===== src/rtl/rec_packer_pkg.sv =====
// Shared sorting-network helpers: lane count, padding sentinel and lane slicing.
package rec_packer_pkg;

    localparam int MAX_RECW = 1024;

    typedef enum logic {
        ST_EMPTY   = 1'b0,
        ST_FILLING = 1'b1
    } pack_state_e;

    function automatic int lanes(input int p_log);
        return 1 << p_log;
    endfunction

    // Padding record: key field all ones so it sorts above every real key.
    function automatic logic [MAX_RECW-1:0] sentinel_rec(input int keyw);
        logic [MAX_RECW-1:0] r;
        r = '0;
        for (int b = 0; b < keyw; b++) r[b] = 1'b1;
        return r;
    endfunction

    function automatic int lane_lo(input int lane, input int datw);
        return lane * datw;
    endfunction

endpackage


===== src/rtl/rec_packer_if.sv =====
// Record-in / vector-out bundle between a record source, the packer and the sorting network.
interface rec_packer_if #(
    parameter int P_LOG = 4,
    parameter int DATW  = 64
);
    import rec_packer_pkg::*;

    logic [DATW-1:0]                   DIN;
    logic                              DINEN;
    logic                              DINRDY;
    logic                              FLUSH;
    logic [DATW*lanes(P_LOG)-1:0]      DOT;
    logic                              DOTEN;
    logic [P_LOG:0]                    DOTCNT;
    logic                              DOTLAST;

    modport master (
        output DIN, DINEN, FLUSH,
        input  DINRDY, DOT, DOTEN, DOTCNT, DOTLAST
    );

    modport slave (
        input  DIN, DINEN, FLUSH,
        output DINRDY, DOT, DOTEN, DOTCNT, DOTLAST
    );

endinterface


===== src/rtl/rec_packer.sv =====
// Packs records into N-lane vectors for the sorting network; vector out 1 cycle after the closing accept.
// Never backpressures after the first post-reset cycle; FLUSH closes a partial vector padded with sentinels.
module rec_packer
    import rec_packer_pkg::*;
#(
    parameter int P_LOG = 4,
    parameter int DATW  = 64,
    parameter int KEYW  = 32
) (
    input  logic         CLK,
    input  logic         RST,
    rec_packer_if.slave  pif
);

    localparam int N  = lanes(P_LOG);
    localparam int CW = P_LOG + 1;
    localparam logic [DATW-1:0] SENTINEL = DATW'(sentinel_rec(KEYW));

    pack_state_e           state_q, state_d;
    logic [P_LOG-1:0]      cnt_q, cnt_d;
    logic [DATW-1:0]       lane_q [N];
    logic [DATW-1:0]       lane_d [N];
    logic [DATW*N-1:0]     dot_q, dot_d;
    logic                  doten_q, doten_d;
    logic [P_LOG:0]        dotcnt_q, dotcnt_d;
    logic                  dotlast_q, dotlast_d;
    logic                  rdy_q, rdy_d;

    logic                  acc;
    logic                  full;
    logic                  close;
    logic                  emit;
    logic [P_LOG:0]        count_now;

    always_comb begin
        acc       = pif.DINEN && rdy_q;
        count_now = {1'b0, cnt_q} + {{P_LOG{1'b0}}, acc};
        full      = acc && (cnt_q == P_LOG'(N - 1));
        close     = pif.FLUSH && ((state_q == ST_FILLING) || acc);
        emit      = full || close;

        state_d   = state_q;
        case (state_q)
            ST_EMPTY:   if (acc && !emit) state_d = ST_FILLING;
            ST_FILLING: if (emit)         state_d = ST_EMPTY;
            default:                      state_d = ST_EMPTY;
        endcase

        cnt_d     = emit ? '0 : count_now[P_LOG-1:0];
        rdy_d     = 1'b1;

        lane_d    = lane_q;
        if (acc) lane_d[cnt_q] = pif.DIN;

        // The closing record bypasses the lane buffer so it lands in DOT on the same edge.
        dot_d     = dot_q;
        doten_d   = emit;
        dotcnt_d  = emit ? count_now : '0;
        dotlast_d = close;
        if (emit) begin
            for (int i = 0; i < N; i++) begin
                if (acc && (cnt_q == P_LOG'(i)))
                    dot_d[lane_lo(i, DATW) +: DATW] = pif.DIN;
                else if (CW'(i) < count_now)
                    dot_d[lane_lo(i, DATW) +: DATW] = lane_q[i];
                else
                    dot_d[lane_lo(i, DATW) +: DATW] = SENTINEL;
            end
        end
    end

    always_ff @(posedge CLK) begin
        if (RST) begin
            state_q   <= ST_EMPTY;
            cnt_q     <= '0;
            dot_q     <= '0;
            doten_q   <= 1'b0;
            dotcnt_q  <= '0;
            dotlast_q <= 1'b0;
            rdy_q     <= 1'b0;
        end else begin
            state_q   <= state_d;
            cnt_q     <= cnt_d;
            dot_q     <= dot_d;
            doten_q   <= doten_d;
            dotcnt_q  <= dotcnt_d;
            dotlast_q <= dotlast_d;
            rdy_q     <= rdy_d;
        end
    end

    // Lane contents beyond cnt are don't-care, so the buffer needs no reset.
    always_ff @(posedge CLK) begin
        lane_q <= lane_d;
    end

    assign pif.DINRDY  = rdy_q;
    assign pif.DOT     = dot_q;
    assign pif.DOTEN   = doten_q;
    assign pif.DOTCNT  = dotcnt_q;
    assign pif.DOTLAST = dotlast_q;

endmodule


===== src/flat_wrapper.sv =====
// flat-port wrapper written by rule: the top's interface ports become plain ports
module rec_packer_flat import rec_packer_pkg::*;
#(
    parameter int P_LOG = 4,
    parameter int DATW  = 64,
    parameter int KEYW  = 32
)
  (CLK, RST, pif_DIN, pif_DINEN, pif_FLUSH, pif_DINRDY, pif_DOT, pif_DOTEN, pif_DOTCNT, pif_DOTLAST);
  rec_packer_if #(.P_LOG(P_LOG), .DATW(DATW)) pif_i ();
  input  logic CLK;
  input  logic RST;
  input wire logic [$bits(pif_i.DIN)-1:0] pif_DIN;
  input wire logic [$bits(pif_i.DINEN)-1:0] pif_DINEN;
  input wire logic [$bits(pif_i.FLUSH)-1:0] pif_FLUSH;
  output wire logic [$bits(pif_i.DINRDY)-1:0] pif_DINRDY;
  output wire logic [$bits(pif_i.DOT)-1:0] pif_DOT;
  output wire logic [$bits(pif_i.DOTEN)-1:0] pif_DOTEN;
  output wire logic [$bits(pif_i.DOTCNT)-1:0] pif_DOTCNT;
  output wire logic [$bits(pif_i.DOTLAST)-1:0] pif_DOTLAST;
  assign pif_i.DIN = pif_DIN;
  assign pif_i.DINEN = pif_DINEN;
  assign pif_i.FLUSH = pif_FLUSH;
  assign pif_DINRDY = pif_i.DINRDY;
  assign pif_DOT = pif_i.DOT;
  assign pif_DOTEN = pif_i.DOTEN;
  assign pif_DOTCNT = pif_i.DOTCNT;
  assign pif_DOTLAST = pif_i.DOTLAST;
  rec_packer #(.P_LOG(P_LOG), .DATW(DATW), .KEYW(KEYW)) u_core (.CLK(CLK), .RST(RST), .pif(pif_i));
endmodule

===== config.mk =====
export PLATFORM = sky130hd
export DESIGN_NAME = rec_packer_flat
export DESIGN_NICKNAME = d
export VERILOG_FILES = /design/src/rtl/rec_packer_pkg.sv /design/src/rtl/rec_packer_if.sv /design/src/rtl/rec_packer.sv /design/src/flat_wrapper.sv
export SDC_FILE = /design/constraint.sdc
export NUM_CORES = 2
export LEC_CHECK = 0
export CAP_MARGIN = 20
export CELL_PAD_IN_SITES_DETAIL_PLACEMENT = 1
export CELL_PAD_IN_SITES_GLOBAL_PLACEMENT = 1
export CORE_UTILIZATION = 30
export CTS_CLUSTER_DIAMETER = 80
export DETAILED_ROUTE_END_ITERATION = 6
export PLACE_DENSITY = 0.58
export SYNTH_ARGS = -nofsm -noshare
export SYNTH_HDL_FRONTEND = slang
export SYNTH_SLANG_ARGS = --single-unit

===== constraint.sdc =====
create_clock -name CLK -period 5.6 [get_ports CLK]
set_input_delay 1.12 -clock CLK [delete_from_list [all_inputs] [get_ports CLK]]
set_output_delay 1.12 -clock CLK [all_outputs]
set_load 0.005 [all_outputs]

# Yosys cells after proc, flatten, opt, wreduce, memory -nomap -nowiden
# Cells that the tools add are included.
[word_totals] reg_bits=2061 inputBits=68 latch_bits=0 rom_bits=0 elab_cells=125 n_memories=0 output_inout_bits=1032 ramBits=0
[classes] n_addsub=1 n_bitwise=3 div=0 n_mul=0 n_reduce_logical=26 shift=0 n_mux=39 n_lt_le_gt_ge=18 n_eq_ne=15
[ops] cell="64-bit two-way mux" count=33
[ops] cell="1024-bit bitwise mux" count=1
[ops] cell="64-bit demux with 4-bit select" count=1
[ops] cell="4-bit by 5-bit < comparator with 1-bit output, first input constant" count=8
[ops] cell="4-bit equality test, second input constant" count=8
[ops] cell="1-bit logical AND" count=20
[ops] cell="3-bit by 5-bit < comparator with 1-bit output, first input constant" count=4
[ops] cell="4-bit by 3-bit equality test with 1-bit output, second input constant" count=4
[ops] cell="1-bit by 5-bit < comparator with 1-bit output, first input constant" count=2
[ops] cell="2-bit by 5-bit < comparator with 1-bit output, first input constant" count=2
[ops] cell="4-bit by 2-bit equality test with 1-bit output, second input constant" count=2
[ops] cell="4-bit by 1-bit adder with 5-bit output" count=1
[ops] cell="5-bit >= comparator, second input constant" count=1
[ops] cell="5-bit by 1-bit < comparator with 1-bit output, second input constant" count=1
[ops] cell="4-bit NOT with 5-bit output" count=1
[ops] cell="4-bit by 1-bit equality test with 1-bit output, second input constant" count=1
[ops] cell="4-bit zero test" count=1
[ops] cell="2-bit OR reduction" count=2
[ops] cell="1-bit two-way mux" count=3
[ops] cell="1-bit logical OR" count=2
[ops] cell="1-bit NOT" count=2
[ops] cell="1-bit one-hot mux with 2 select lines" count=1
[ops] cell="1-bit zero test" count=1

# Logic depth before layout (Yosys ltp)
[depth] word_depth=8 depth_mapped=12 ltp_nobuf=7

# Worst setup path after synthesis
# Ideal clock, no wire load.
[synth_timing] path_type="input -> register" startpoint="input pif_DINEN" endpoint="register u_core.dot_q[567], in the netlist u_core.pif.DOT[567]" setup_time_ps=83 cell_stages=7 t_arrival_ps=4201 slack_ps=1316 path_buffers=2 required_ps=5517 path_cell_list="and4b_1 buf_2 nand2_1 inv_1 clkbuf_1 a221oi_1 nor3_1"
[synth_between] elab_chain_cells=5 word_cells_on_any_way=10 classes_between="add/sub (1); order compare (1); mux (2); reduce/logical (6)"
[synth_lines] item="start, declared" line_no="flat_wrapper.sv:13" text="input wire logic [$bits(pif_i.DINEN)-1:0] pif_DINEN;"
[synth_lines] item="1-bit logical AND *" line_no="rec_packer.sv:36" text="acc = pif.DINEN && rdy_q;"
[synth_lines] item="4-bit by 1-bit adder with 5-bit output" line_no="rec_packer.sv:37" text="count_now = {1'b0, cnt_q} + {{P_LOG{1'b0}}, acc};"
[synth_lines] item="4-bit by 5-bit < comparator with 1-bit output" line_no="rec_packer.sv:64" text="else if (CW'(i) < count_now)"
[synth_lines] item="64-bit two-way mux" line_no="rec_packer.sv:64"
[synth_lines] item="64-bit two-way mux" line_no="rec_packer.sv:62" text="if (acc && (cnt_q == P_LOG'(i)))"
[synth_lines] item="end signal, assigned" line_no="rec_packer.sv:84" text="dot_q <= dot_d;"
[synth_lines] item="end, declared" line_no="rec_packer.sv:23" text="logic [DATW*N-1:0] dot_q, dot_d;"
# Mark *: on every way between the ends. The rest lies on a longest branch, timed or not.
# A chain may end at the register's enable or synchronous reset.

# Worst setup path after layout
[layout_timing] startpoint="register u_core.cnt_q[1]" endpoint="register u_core.dot_q[801], in the netlist u_core.pif.DOT[801]"
[layout_between] elab_chain_cells=4 word_cells_on_any_way=9 classes_between="add/sub (1); order compare (1); eq/ne (2); mux (2); reduce/logical (3)"
[layout_lines] item="start, declared" line_no="rec_packer.sv:20" text="logic [P_LOG-1:0] cnt_q, cnt_d;"
[layout_lines] item="start signal, assigned" line_no="rec_packer.sv:83" text="cnt_q <= cnt_d;"
[layout_lines] item="4-bit by 1-bit adder with 5-bit output" line_no="rec_packer.sv:37"
[layout_lines] item="4-bit by 5-bit < comparator with 1-bit output" line_no="rec_packer.sv:64"
[layout_lines] item="64-bit two-way mux" line_no="rec_packer.sv:64"
[layout_lines] item="64-bit two-way mux" line_no="rec_packer.sv:62"
# Several ways; a longest one is shown, not always the timed one.

==> qor.csv <==
metric,value,unit
synth unique cells,65,
Post-Route Setup TNS,0,ns
1st-pass router iterations,7,
post-route ant nets,0,
# DRC,279,
"EDFF count, synth",1024,
layout cells sized above 1,0.0952,
CTS Root Cell,clkbuf_16,
WP data arrival,4.84,ns
die area,242000,µm²
leakage power,0.0346,µW
power per cell area,360,nW/µm²
H-tree depth,4,
vias per cell,5.28,
GRT Util Overall,0.247,
"Clk Latency, worst-skew pair",0.85,ns
"commonest non-fill, non-tap cells in the layout","nand2_1 (1,258), clkdlybuf4s50_1 (1,086), dfxtp_1 (1,037)",
Peak supply drop,0.314,mV
syn_nets,5810,
"Seq/Total Area, Yosys",0.716,
kind of critical path,flip-flop to flip-flop,
Starting Density,0.302,
leading post-synthesis cells by cell area,"edfxtp_1 (43%), dfxtp_1 (29%), nand2_1 (6.6%), o221ai_1 (4.3%), a22oi_1 (3.0%)",
CTS max path bufs,3,
"most common cell after layout, fill and taps aside",nand2_1,
pin count of the biggest net entering global routing,136,
worst min-delay path class,flip-flop to flip-flop,
final period utilization,0.725,
Filler Cells Inserted,25000,
die height,492,µm
syn_area_per_cell,12.5,µm²
Rows,179,
# Post-CTS Setup Buffers,0,
fin. max-slew vios,0,
DR iter-0 viols,4141,
worst-margin pin slew,1.20,ns
Routed WL,307000,µm
post-route minimum period,4.06,ns
Critical Path RT,6.38,ns
Post-DP HPWL,196000,µm
Async SR Flop Fraction,0,
Crit-path slowest cell,dfxtp_1,
Nets,6795,
share of the synthesized area in the top cell type,0.428,
hold bufs inserted after CTS,0,
ys flop type,dfxtp_1,
Place WS,0.872,ns
CP max FO,35,
initial antenna violation count,15,
Final Skew,0.0484,ns
crit end category,flip-flop,
MaxCap Viol Count,0,
Synth Register Bits,2061,
first-pass GRT wire length,429000,µm
Final setup viols,0,
failing checks,design-rule violations,
Layout Utilization,0.396,
Ports,1100,
Syn Std Cell Area,71900,µm²
vias in the first global route,54000,
clock buffer count from CTS,225,
port bufs,1099,
Core Region,238000,µm²
grt total ovfl,0,
max_slew headroom,0.198,
Max Clk Rate,246,MHz
crit start category,flip-flop,
"Top cell by count, worst path",nand2_2,
synthesis-to-finish area growth,31.1,%
Clock transition at path regs,0.06,ns
cell count after placement,9665,
DR WL/cell,30.4,µm
CTS tree,built,
status,finished with violations,
fin cells,10100,
Hold Fails Final Rpt,0,
routability cong.,0.793,
post-CTS sizing,0,
worst path cell trace,nor2_1 -> nand2_2 -> nand2_2 -> nor3b_4 -> buf_4 -> a21o_1,
Die Span X,492,µm
final worst slack,1.54,ns
cells after synthesis,5740,
Vias,53400,
unrepaired setup endpoints after global routing,no,
largest area contributor in the netlist,edfxtp_1,
Clock Sink Count,2061,
"slowest stage delay, CP",1.08,ns
Synth Warn #,0,
-- flip-flops by register name, indices dropped and copies added (netlist names) --
name	flops
u_core.state_q	1
u_core.pif.DOT	1024
u_core.lane_q	1024
u_core.pif.DOTCNT	5
u_core.pif.DOTEN	1
u_core.pif.DINRDY	1
u_core.cnt_q	4
u_core.pif.DOTLAST	1
-- path summary, 6_finish.rpt --
check	from	to	slack [ns]	cells after the start
worst max-delay path	u_core.cnt_q[1]$_SDFF_PP0_	u_core.pif.DOT[801]$_SDFFE_PP0P_	1.54	6
worst min-delay path	u_core.lane_q[873]$_DFFE_PP_	u_core.pif.DOT[169]$_SDFFE_PP0P_	0.41	2
worst max register to register	u_core.cnt_q[1]$_SDFF_PP0_	u_core.pif.DOT[801]$_SDFFE_PP0P_	1.54	6
worst min register to register	u_core.lane_q[873]$_DFFE_PP_	u_core.pif.DOT[169]$_SDFFE_PP0P_	0.41	2
-- routing by layer --
layer	global-route usage	part of all wire	up-vias
met2	0.387	0.45	1966
li1	-	-	23200
met3	0.0816	0.092	357
met4	0.0814	0.032	2
met1	0.319	0.42	27900
met5	0	0.000042	-
-- cell families after synthesis --
group,count (synthesis),synth area share
xor+xnor,3,0.000365
buf+inv,573,0.0351
simple gates,1553,0.0876
flops,2061,0.716
mux,1,0.000157
compound gates,1547,0.160
fa+ha+maj,2,0.000348
-- layout make-up --
class	instances	area (µm²)	area share
Antenna cell	12	30.0	0.000318
Tap cell	3167	3960	0.0420
Timing Repair Buffer	1277	12600	0.134
Inverter	54	253	0.00268
Multi-Input combinational cell	3106	18200	0.193
Clock buffer	332	6600	0.0700
Sequential cell	2061	51500	0.546
Clock inverter	95	1180	0.0125
-- cells in the mapped netlist, types with 2 or more instances --
| master | number |
|---|---|
| a211oi_1 | 2 |
| a21o_1 | 160 |
| a21oi_1 | 6 |
| a221oi_1 | 32 |
| a222oi_1 | 32 |
| a22o_1 | 160 |
| a22oi_1 | 288 |
| a32oi_1 | 2 |
| and2_1 | 3 |
| and3_1 | 2 |
| and4b_1 | 3 |
| buf_1 | 45 |
| buf_2 | 182 |
| buf_4 | 29 |
| buf_6 | 5 |
| clkbuf_1 | 257 |
| dfxtp_1 | 1037 |
| edfxtp_1 | 1024 |
| ha_1 | 2 |
| inv_1 | 51 |
| inv_2 | 3 |
| nand2_1 | 1271 |
| nand2b_1 | 9 |
| nand3_1 | 40 |
| nand3b_1 | 2 |
| nor2_1 | 116 |
| nor2_2 | 6 |
| nor2_4 | 10 |
| nor2b_1 | 6 |
| nor3_1 | 37 |
| nor3b_1 | 34 |
| nor4bb_1 | 2 |
| o2111a_1 | 2 |
| o21ai_0 | 295 |
| o21ai_1 | 136 |
| o21ai_2 | 2 |
| o221ai_1 | 355 |
| o221ai_2 | 30 |
| o22ai_1 | 32 |
| o31ai_1 | 4 |
| xnor2_1 | 2 |
-- power by group --
| group | total, µW | internal [µW] | switching, µW |
|---|---|---|---|
| logic | 1990 | 797 | 1200 |
| clock network | 15500 | 9070 | 6400 |
| registers | 16500 | 16200 | 306 |
-- through the flow --
step / hold WS [ns] / power [µW] / cell area [µm²]
after CTS: 0.424 / 34300 / 94300
after global placement: 0.418 / 18800 / 86500
final: 0.414 / 33900 / 94300
after detailed placement: 0.427 / 18800 / 86500
after global routing: 0.450 / 35000 / 94300
after floorplan: 0.416 / 17300 / 71900
-- worst max-delay path, delay by kind of cell, from the launching register on --
family / cells / cell delay, ns
simple gates: 4 / 2.16
compound gates: 1 / 0.19
buf+inv: 1 / 0.44
flops: 1 / 1.08
(Power assumes the default switching activity.)
